<file path="config.mk">
export PLATFORM = sky130hd
export DESIGN_NAME = int_event_gen
export DESIGN_NICKNAME = d
export VERILOG_FILES = /design/src/rtl/int_event_gen_pkg.sv /design/src/rtl/int_event_rr_arb.sv /design/src/rtl/int_event_gen.sv
export SDC_FILE = /design/constraint.sdc
export NUM_CORES = 1
export LEC_CHECK = 0
export ABC_AREA = 1
export CORE_MARGIN = 3
export CORE_UTILIZATION = 30
export DETAILED_ROUTE_END_ITERATION = 16
export MAX_ROUTING_LAYER = met4
export PLACE_DENSITY = 0.69
export SKIP_LAST_GASP = 1
export SLEW_MARGIN = 20
export SYNTH_ARGS = -nofsm -noshare
export SYNTH_HDL_FRONTEND = slang
export SYNTH_SLANG_ARGS = --single-unit
</file>
<file path="constraint.sdc">
create_clock -name clock -period 5.2 [get_ports clock]
set_clock_uncertainty 0.2 [all_clocks]
set_input_delay 1.04 -clock clock [delete_from_list [all_inputs] [get_ports clock]]
set_output_delay 1.04 -clock clock [all_outputs]
set_load 0.05 [all_outputs]
</file>
<file path="src/rtl/int_event_gen_pkg.sv">
// Shared definitions for the DMA interrupt event producer: flag bit indices,
// special descriptor codes, queue entry layout and the descriptor code packer.
package int_event_gen_pkg;

  localparam int FLAG_OP_DONE         = 0;
  localparam int FLAG_WR_ERR          = 1;
  localparam int FLAG_RD_ERR          = 2;
  localparam int FLAG_INVALID_DSCRPTR = 3;

  localparam logic [5:0] DSCRPTR_CODE_EXT = 6'd32;
  localparam logic [5:0] DSCRPTR_CODE_STR = 6'd33;

  localparam int ENTRY_W   = 42;
  localparam int FLAGS_LSB = 0;
  localparam int CODE_LSB  = 4;
  localparam int ADDR_LSB  = 10;

  typedef enum logic {
    ST_IDLE = 1'b0,
    ST_PEND = 1'b1
  } evtState_e;

  // Stream descriptors win over external ones when an engine reports both.
  function automatic logic [5:0] packCode(input logic strDscrptr,
                                          input logic extDscrptr,
                                          input logic [4:0] dscrptrNum);
    if (strDscrptr) begin
      return DSCRPTR_CODE_STR;
    end else if (extDscrptr) begin
      return DSCRPTR_CODE_EXT;
    end else begin
      return {1'b0, dscrptrNum};
    end
  endfunction

endpackage

</file>
<file path="src/rtl/int_event_rr_arb.sv">
// Round-robin arbiter: grants the first requester found starting at rr_ptr_i,
// wrapping modulo N. Grant is purely combinational and gated by enable_i.
module int_event_rr_arb #(
  parameter int N = 4,
  localparam int PTR_W = (N > 1) ? $clog2(N) : 1
) (
  input  logic [N-1:0]     req_i,
  input  logic             enable_i,
  input  logic [PTR_W-1:0] rr_ptr_i,
  output logic [N-1:0]     grant_o,
  output logic [PTR_W-1:0] grant_idx_o
);

  logic             found;
  logic [PTR_W:0]   candSum;
  logic [PTR_W-1:0] candIdx;

  always_comb begin
    grant_o     = '0;
    grant_idx_o = '0;
    found       = 1'b0;
    candSum     = '0;
    candIdx     = '0;
    for (int i = 0; i < N; i++) begin
      candSum = {1'b0, rr_ptr_i} + (PTR_W + 1)'(i);
      if (candSum >= (PTR_W + 1)'(N)) begin
        candSum = candSum - (PTR_W + 1)'(N);
      end
      candIdx = candSum[PTR_W-1:0];
      if (enable_i && !found && req_i[candIdx]) begin
        found          = 1'b1;
        grant_o[candIdx] = 1'b1;
        grant_idx_o    = candIdx;
      end
    end
  end

endmodule

</file>
<file path="src/rtl/int_event_gen.sv">
// Interrupt event producer: arbitrates per-channel DMA events round-robin and
// pushes packed 42-bit entries into the interrupt queue through a one-entry buffer.
module int_event_gen
  import int_event_gen_pkg::*;
#(
  parameter int NUM_CHANNELS = 4
) (
  input  logic                      clock,
  input  logic                      resetn,
  input  logic [NUM_CHANNELS-1:0]   ch_evt_valid,
  output logic [NUM_CHANNELS-1:0]   ch_evt_ready,
  input  logic [4*NUM_CHANNELS-1:0] ch_flags,
  input  logic [5*NUM_CHANNELS-1:0] ch_dscrptr_num,
  input  logic [NUM_CHANNELS-1:0]   ch_ext_dscrptr,
  input  logic [NUM_CHANNELS-1:0]   ch_str_dscrptr,
  input  logic [32*NUM_CHANNELS-1:0] ch_ext_addr,
  input  logic                      queue_full,
  output logic                      q_push,
  output logic [ENTRY_W-1:0]        q_data,
  output logic                      pend
);

  localparam int PTR_W = (NUM_CHANNELS > 1) ? $clog2(NUM_CHANNELS) : 1;

  evtState_e               state_q, state_d;
  logic [ENTRY_W-1:0]      entry_q, entry_d;
  logic [PTR_W-1:0]        rrPtr_q, rrPtr_d;

  logic [NUM_CHANNELS-1:0] grant;
  logic [PTR_W-1:0]        grantIdx;
  logic                    grantValid;
  logic                    canAccept;
  logic                    arbEnable;
  logic [3:0]              selFlags;
  logic [4:0]              selNum;
  logic                    selExt;
  logic                    selStr;
  logic [31:0]             selAddr;
  logic                    anyFlag;

  assign pend      = (state_q == ST_PEND);
  assign q_push    = pend & ~queue_full;
  assign q_data    = entry_q;
  // Gating with resetn keeps ready low while reset is held even if engines request.
  assign canAccept = ~pend | q_push;
  assign arbEnable = canAccept & resetn;

  int_event_rr_arb #(
    .N (NUM_CHANNELS)
  ) u_arb (
    .req_i       (ch_evt_valid),
    .enable_i    (arbEnable),
    .rr_ptr_i    (rrPtr_q),
    .grant_o     (grant),
    .grant_idx_o (grantIdx)
  );

  assign grantValid   = |grant;
  assign ch_evt_ready = grant;

  always_comb begin
    selFlags = '0;
    selNum   = '0;
    selExt   = 1'b0;
    selStr   = 1'b0;
    selAddr  = '0;
    for (int k = 0; k < NUM_CHANNELS; k++) begin
      if (grantIdx == PTR_W'(k)) begin
        selFlags = ch_flags[k*4 +: 4];
        selNum   = ch_dscrptr_num[k*5 +: 5];
        selExt   = ch_ext_dscrptr[k];
        selStr   = ch_str_dscrptr[k];
        selAddr  = ch_ext_addr[k*32 +: 32];
      end
    end
  end

  assign anyFlag = selFlags[FLAG_OP_DONE] | selFlags[FLAG_WR_ERR] |
                   selFlags[FLAG_RD_ERR]  | selFlags[FLAG_INVALID_DSCRPTR];

  // Flag-less events are acknowledged but dropped; the buffer only drains.
  always_comb begin
    state_d = state_q;
    entry_d = entry_q;
    rrPtr_d = rrPtr_q;
    if (grantValid) begin
      rrPtr_d = (grantIdx == PTR_W'(NUM_CHANNELS - 1)) ? '0 : grantIdx + 1'b1;
    end
    if (grantValid && anyFlag) begin
      entry_d[FLAGS_LSB +: 4] = selFlags;
      entry_d[CODE_LSB +: 6]  = packCode(selStr, selExt, selNum);
      entry_d[ADDR_LSB +: 32] = selAddr;
      state_d                 = ST_PEND;
    end else if (q_push) begin
      state_d = ST_IDLE;
    end
  end

  always_ff @(posedge clock or negedge resetn) begin
    if (!resetn) begin
      state_q <= ST_IDLE;
      entry_q <= '0;
      rrPtr_q <= '0;
    end else begin
      state_q <= state_d;
      entry_q <= entry_d;
      rrPtr_q <= rrPtr_d;
    end
  end

endmodule

</file>
==> run metrics <==
Starting Density 0.315; # placed instances 877; RePlAce Congestion 0.782; Power Total 5080 uW; fmax 220 MHz; Total Routing Usage GR 0.208; WL final around 15 mm; Max Cap Violations 0; R2R cell count 18; CP most frequent cell nand2_1; routed vias/inst 4.94; Crit-path slowest cell clkdlybuf4s50_1; largest net degree at the start of global routing 48; layout cell share with drive strength beyond 1 0.0902; total clock sinks 45; Leak 0.00267 uW; Crit. End Element flip-flop; final hold vios 0; count leader, synth nand2_1; sequential area share after synthesis 0.304; top cells by count, synth 173 x nand2_1, 54 x nor2_1, 45 x dfrtp_1; ant diodes 0; Final Cycle Share 0.875; FF-to-FF End q_data[21]$_DFFE_PN0P_; main flop type after synthesis dfrtp_1; PnR worst setup slack 0.652 ns; Yosys warning count 0; cell count after synthesis 516; fillers 1,129; Inserted Clock Buffers 5; DR iter-0 viols 206; Post-synth EDFFs 0; first-pass GRT wire length roughly 22 mm; Ports 227; routed vias 4,368; pwr dens 825 nW/um^2; DRT antenna net count 0; initial antenna violation count 0; Async SR Flop Fraction 1.00; Slew HR 0.566; post-layout net count 907; hold crit path type reg -> reg; clk_lat worst skew 0.28 ns; leading area contributor after synthesis dfrtp_1; startpoint types primary input; hpwl dp 11.3 mm; Synth cell types 32; endpoints failing setup 0; clock slew at reported path FFs 0.07 ns; drt wl/cell 16.5 um; min-delay src q_data[14]$_DFFE_PN0P_; die height 117 um; die width between 100 and 150 um; number of hold buffers added after cts 0; Tightest Pin Transition 0.651 ns; Hold EP q_data[14]$_DFFE_PN0P_; port bufs 226; Non-Filler Instances 885; FF-to-FF setup slack 0.90 ns; Max Root-Sink Buffers 2; launching point of the worst reg2reg path rrPtr_q[0]$_DFFE_PN0P_; synthesized net count 703; Yosys top cell area share 0.304; core outline area ~12,000 um^2; die area between 10,000 and 15,000 um^2; Crit Path Max Fanout 43; Peak VDD IR between 0.3 and 0.4 mV; Slew Viols, Final 0; Critical Path RT 5.22 ns; iteration count of the initial detailed-routing pass 4; Final TNS setup 0 ns; post-CTS resize count 0; Crit Path Category in -> reg; Yosys reg bits 45; row cnt 39; CTS root buf clkbuf_16; vias in the first global route ~4,300; CP peak stage delay 0.43 ns; H-tree level count 2; WP data arrival 4.57 ns; Tmin final 4.55 ns; hold depth 2; Setup Fix Bufs, Post-CTS 0; Mean Syn Cell Area 7.18 um^2; Mapped Area 3700 um^2; DRC 0; pre-CTS setup slack ~0.43 ns; GR Overflow Total 0; synth top area cells dfrtp_1 30%, nand2_1 18%, nand3_2 8.1%; crit-path cells clkdlybuf4s50_1 > nand2_1 > nand3_1 > nand2_1 > nand2_1 > nor2_2 > nand2_1 > nand3_1 > o21ai_0 > inv_1 > ha_2 > clkinv_1 > o211ai_1 > o21a_1 > nand4_1 > nand2_4 > nand2_1 > nand2_1; CTS tree built; Synth-to-Final Area Change 66.3%; RSZ-0062 raised after global routing false; status complete, no violations
[worst max path at each step]
stage                    startpoint  slack (ns)  cells past startpoint                      to
floorplan                queue_full        1.27                     21  q_data[13]$_DFFE_PN0P_
CTS                 ch_evt_valid[1]        0.68                     18  q_data[21]$_DFFE_PN0P_
global placement    ch_evt_valid[1]        0.51                     20  q_data[24]$_DFFE_PN0P_
detailed placement  ch_evt_valid[1]        0.43                     18  q_data[21]$_DFFE_PN0P_
global route        ch_evt_valid[1]        0.27                     18  q_data[19]$_DFFE_PN0P_
finish              ch_evt_valid[3]        0.65                     18  q_data[21]$_DFFE_PN0P_
[area by class of cell]
cell class,count,area [um^2],area share
tap,164,205,0.0333
timing repair buffer,238,2350,0.381
clock inverter,3,25.0,0.00406
multi-input combinational,406,2240,0.364
clock buffer,5,125,0.0203
inverter,24,90.1,0.0146
sequential,45,1130,0.183
[registers in the layout, indices dropped and copies added (netlist names)]
signal / cells
q_data: 42
rrPtr_q: 2
pend: 1
[cell families after synthesis]
family / after synthesis / synth area share
AO/OA/AOI/OAI: 97 / 0.195
adder cells (fa/ha/maj): 8 / 0.0270
buffers and inverters: 65 / 0.0950
flip-flops: 45 / 0.304
AND/OR/NAND/NOR: 301 / 0.379
[placed cells by master, fill, tap and decap left out, drive strengths merged]
master	n
clkdlybuf4s50	225
nand2	177
nand3	62
nor2	58
dfrtp	45
a221oi	32
o31ai	32
inv	24
buf	13
o21ai	10
ha	8
a21oi	7
o211ai	6
clkbuf	5
o22ai	3
a22oi	3
and2	2
o21a	2
clkinv	2
a31oi	1
or2	1
nand4	1
a22o	1
clkinvlp	1
[worst max-delay path, delay by kind of cell]
family          cells  cell delay, ns
fa+ha+maj           1            0.19
buf+inv             3            0.94
compound gates      3            0.62
simple gates       11            1.72
[power breakdown]
| part | leakage [uW] | internal [uW] | switching [uW] |
|---|---|---|---|
| Sequential | 0.000572 | 539 | 98.8 |
| Clock | 0.0000704 | 181 | 140 |
| Combinational | 0.00202 | 1380 | 2740 |
[per-stage QoR]
step	hold slack, ns	cell area, um^2	utilization
after floorplan	0.473	3700	-
after global placement	0.254	6010	0.511
after detailed placement	0.261	6010	0.511
after CTS	0.277	6160	0.524
after global routing	0.301	6160	0.524
final	0.274	6160	0.524
[metal layers]
layer  vias up  GRT usage  part of all wire
li1       2176          -                 -
met1      2012      0.250              0.41
met2       170      0.374              0.50
met3        10     0.0283             0.072
met4         0     0.0382             0.011
met5         -          -                 0
No activity file was read; power rests on OpenSTA's default activity.
==> RTL edit (same settings) <==
Change the package constant `ENTRY_W` from 42 to 84.
--- a/src/rtl/int_event_gen_pkg.sv
+++ b/src/rtl/int_event_gen_pkg.sv
@@ -10,7 +10,7 @@
   localparam logic [5:0] DSCRPTR_CODE_EXT = 6'd32;
   localparam logic [5:0] DSCRPTR_CODE_STR = 6'd33;
 
-  localparam int ENTRY_W   = 42;
+  localparam int ENTRY_W   = 84;
   localparam int FLAGS_LSB = 0;
   localparam int CODE_LSB  = 4;
   localparam int ADDR_LSB  = 10;
Interface: changed (resized q_data); port bits go from 227 to 269. The function was not compared with the original's and may differ.
==> RTL edit against the original RTL <==
Clock power is 30% higher. Die area is 8.2% higher. Critical path depth is 1 higher. Power is 3.8% higher. Final area is 3.4% higher. Area after synthesis is 8.6% higher. Worst setup slack worse by 0.15 ns. Sequential cell count stayed put. Global-route usage is 1.2 points lower. Sequential power is 0.6% lower. Wire length is 3.9% higher. Largest cell class is now multi-input gates. Largest power group unchanged.
==> RTL edit: results (changes against the original RTL) <==
- Status: completed (unchanged)
- Worst skew pair latency: 0.28 ns (about the same)
- FF-to-FF Start: rrPtr_q[0] (unchanged)
- Seq/Total Area, Yosys: 28.00% (was 30.42%)
- First-pass GRT wire length: 22730 µm (was 21820 µm)
- Max Fanout on Critical Path: 38 (was 43)
- LEAKAGE: 0.002826 µW (was 0.002665 µW)
- Nets: 949 (was 907)
- IO Port Bufs: 226 (unchanged)
- Worst Hold Class: register to register (unchanged)
- 1st-iter DRT viols: 229 (was 206)
- Largest cells by area after synthesis: dfrtp_1 (28%), nand2_1 (16%), buf_4 (8.4%) (was dfrtp_1 (30%), nand2_1 (18%), nand3_2 (8.1%))
- Data arrival, critical path: 4.72 ns (was 4.57 ns)
- Post-CTS Resized: 0 (unchanged)
- Slew headroom: 54.54% (was 56.59%)
- Commonest cells post-synth: nand2_1 (173), nor2_1 (54), buf_4 (45), dfrtp_1 (45) (was nand2_1 (173), nor2_1 (54), dfrtp_1 (45))
- Final HPWL DP: 11690 µm (was 11320 µm)
- GPL Wtd Cong: 0.9337 (was 0.7823)
- Cts bufs inserted: 5 (unchanged)
- Gr usage total: 19.59% (was 20.79%)
- Peak VDD IR: 0.0004368 V (was 0.0003971 V)
- Vias: 4578 (was 4368)
- Reg2Reg Setup Slack: 0.69 ns (was 0.90 ns)
- Routed length per instance: 16.27 µm (was 16.55 µm)
- Root Buffer: clkbuf_16 (unchanged)
- Count of cell types in the netlist: 33 (was 32)
- Hold_sp: q_data[13] (was q_data[14])
- Antenna diodes: 0 (unchanged)
- Asr flop ratio synth: 100.0% (unchanged)
- Vias in the first global route: 4424 (was 4299)
- Share of layout cells above drive strength 1: 8.519% (was 9.015%)
[RTL edit: cell count changes in the layout (fill, tap and decap cells not counted)]
cell / delta
bufinv_16: +2
clkinv_4: -1
clkinvlp_4: -1
conb_1: +42
[RTL edit: per-stage QoR]
| stage | cell area [µm²] | hold slack (ns) | std cells | setup slack [ns] |
|---|---|---|---|---|
| after floorplan | 4175 | 0.4730 | 600 | 1.269 |
| after global placement | 6176 | 0.2531 | 927 | 0.4760 |
| after detailed placement | 6176 | 0.2580 | 927 | 0.2684 |
| after CTS | 6370 | 0.2744 | 935 | 0.5559 |
| after global routing | 6370 | 0.2953 | 935 | 0.09573 |
| final | 6370 | 0.2703 | 935 | 0.4976 |
[RTL edit: final cells by class]
cell class / count / area [µm²]
multi-input cells: 448 / 2397
clock buffers: 5 / 125.1
inverters: 24 / 90.09
well taps: 172 / 215.2
fillers: 1241 / 6506
flip-flops and latches: 45 / 1126
repair buffers: 238 / 2347
clock inverters: 3 / 68.82
[RTL edit: cell families after synthesis]
logic type,Yosys count,share of synthesized area (%)
buf+inv,107,16.58
other cells,1,0.09325
fa+ha+maj,8,2.489
compound gates,97,17.95
simple gates,301,34.88
flops,45,28.00
[RTL edit: final timing paths]
| check | endpoint | cells past startpoint |
|---|---|---|
| worst max-delay path | q_data[23] | 19 |
| worst min-delay path | q_data[13] | 2 |
| worst max register to register | q_data[23] | 19 |
| worst min register to register | q_data[13] | 2 |
| max in group asynchronous | q_data[38] | 2 |
| min in group asynchronous | q_data[41] | 2 |
[RTL edit: power breakdown]
part	total, µW	leakage (µW)	internal, µW	switching [µW]
logic	4230	0.00216	1370	2860
clock network	416	0.0000944	277	139
registers	633	0.000572	538	94.6
[RTL edit: metal layers]
layer / track usage, % / vias up / wire length (µm)
met4: 3.431 / 0 / 129
met1: 22.13 / 2140 / 5811
li1: - / 2216 / -
met2: 36.74 / 214 / 7961
met3: 3.157 / 8 / 1306
met5: - / - / 0
[RTL edit: critical path, cell delays in order]
cell and delay, ns:
clkdlybuf4s50_1 0.42, nand2_1 0.10, nand3_1 0.12, nand2_1 0.12
nand2_1 0.06, nor2_2 0.31, nand2_1 0.14, nand3_1 0.11
o21ai_0 0.24, inv_1 0.17, ha_2 0.23, buf_4 0.31
nand2_1 0.10, a21oi_1 0.16, o22ai_1 0.11, nand4_1 0.18
buf_4 0.52, nand3_1 0.14, nand2_1 0.11
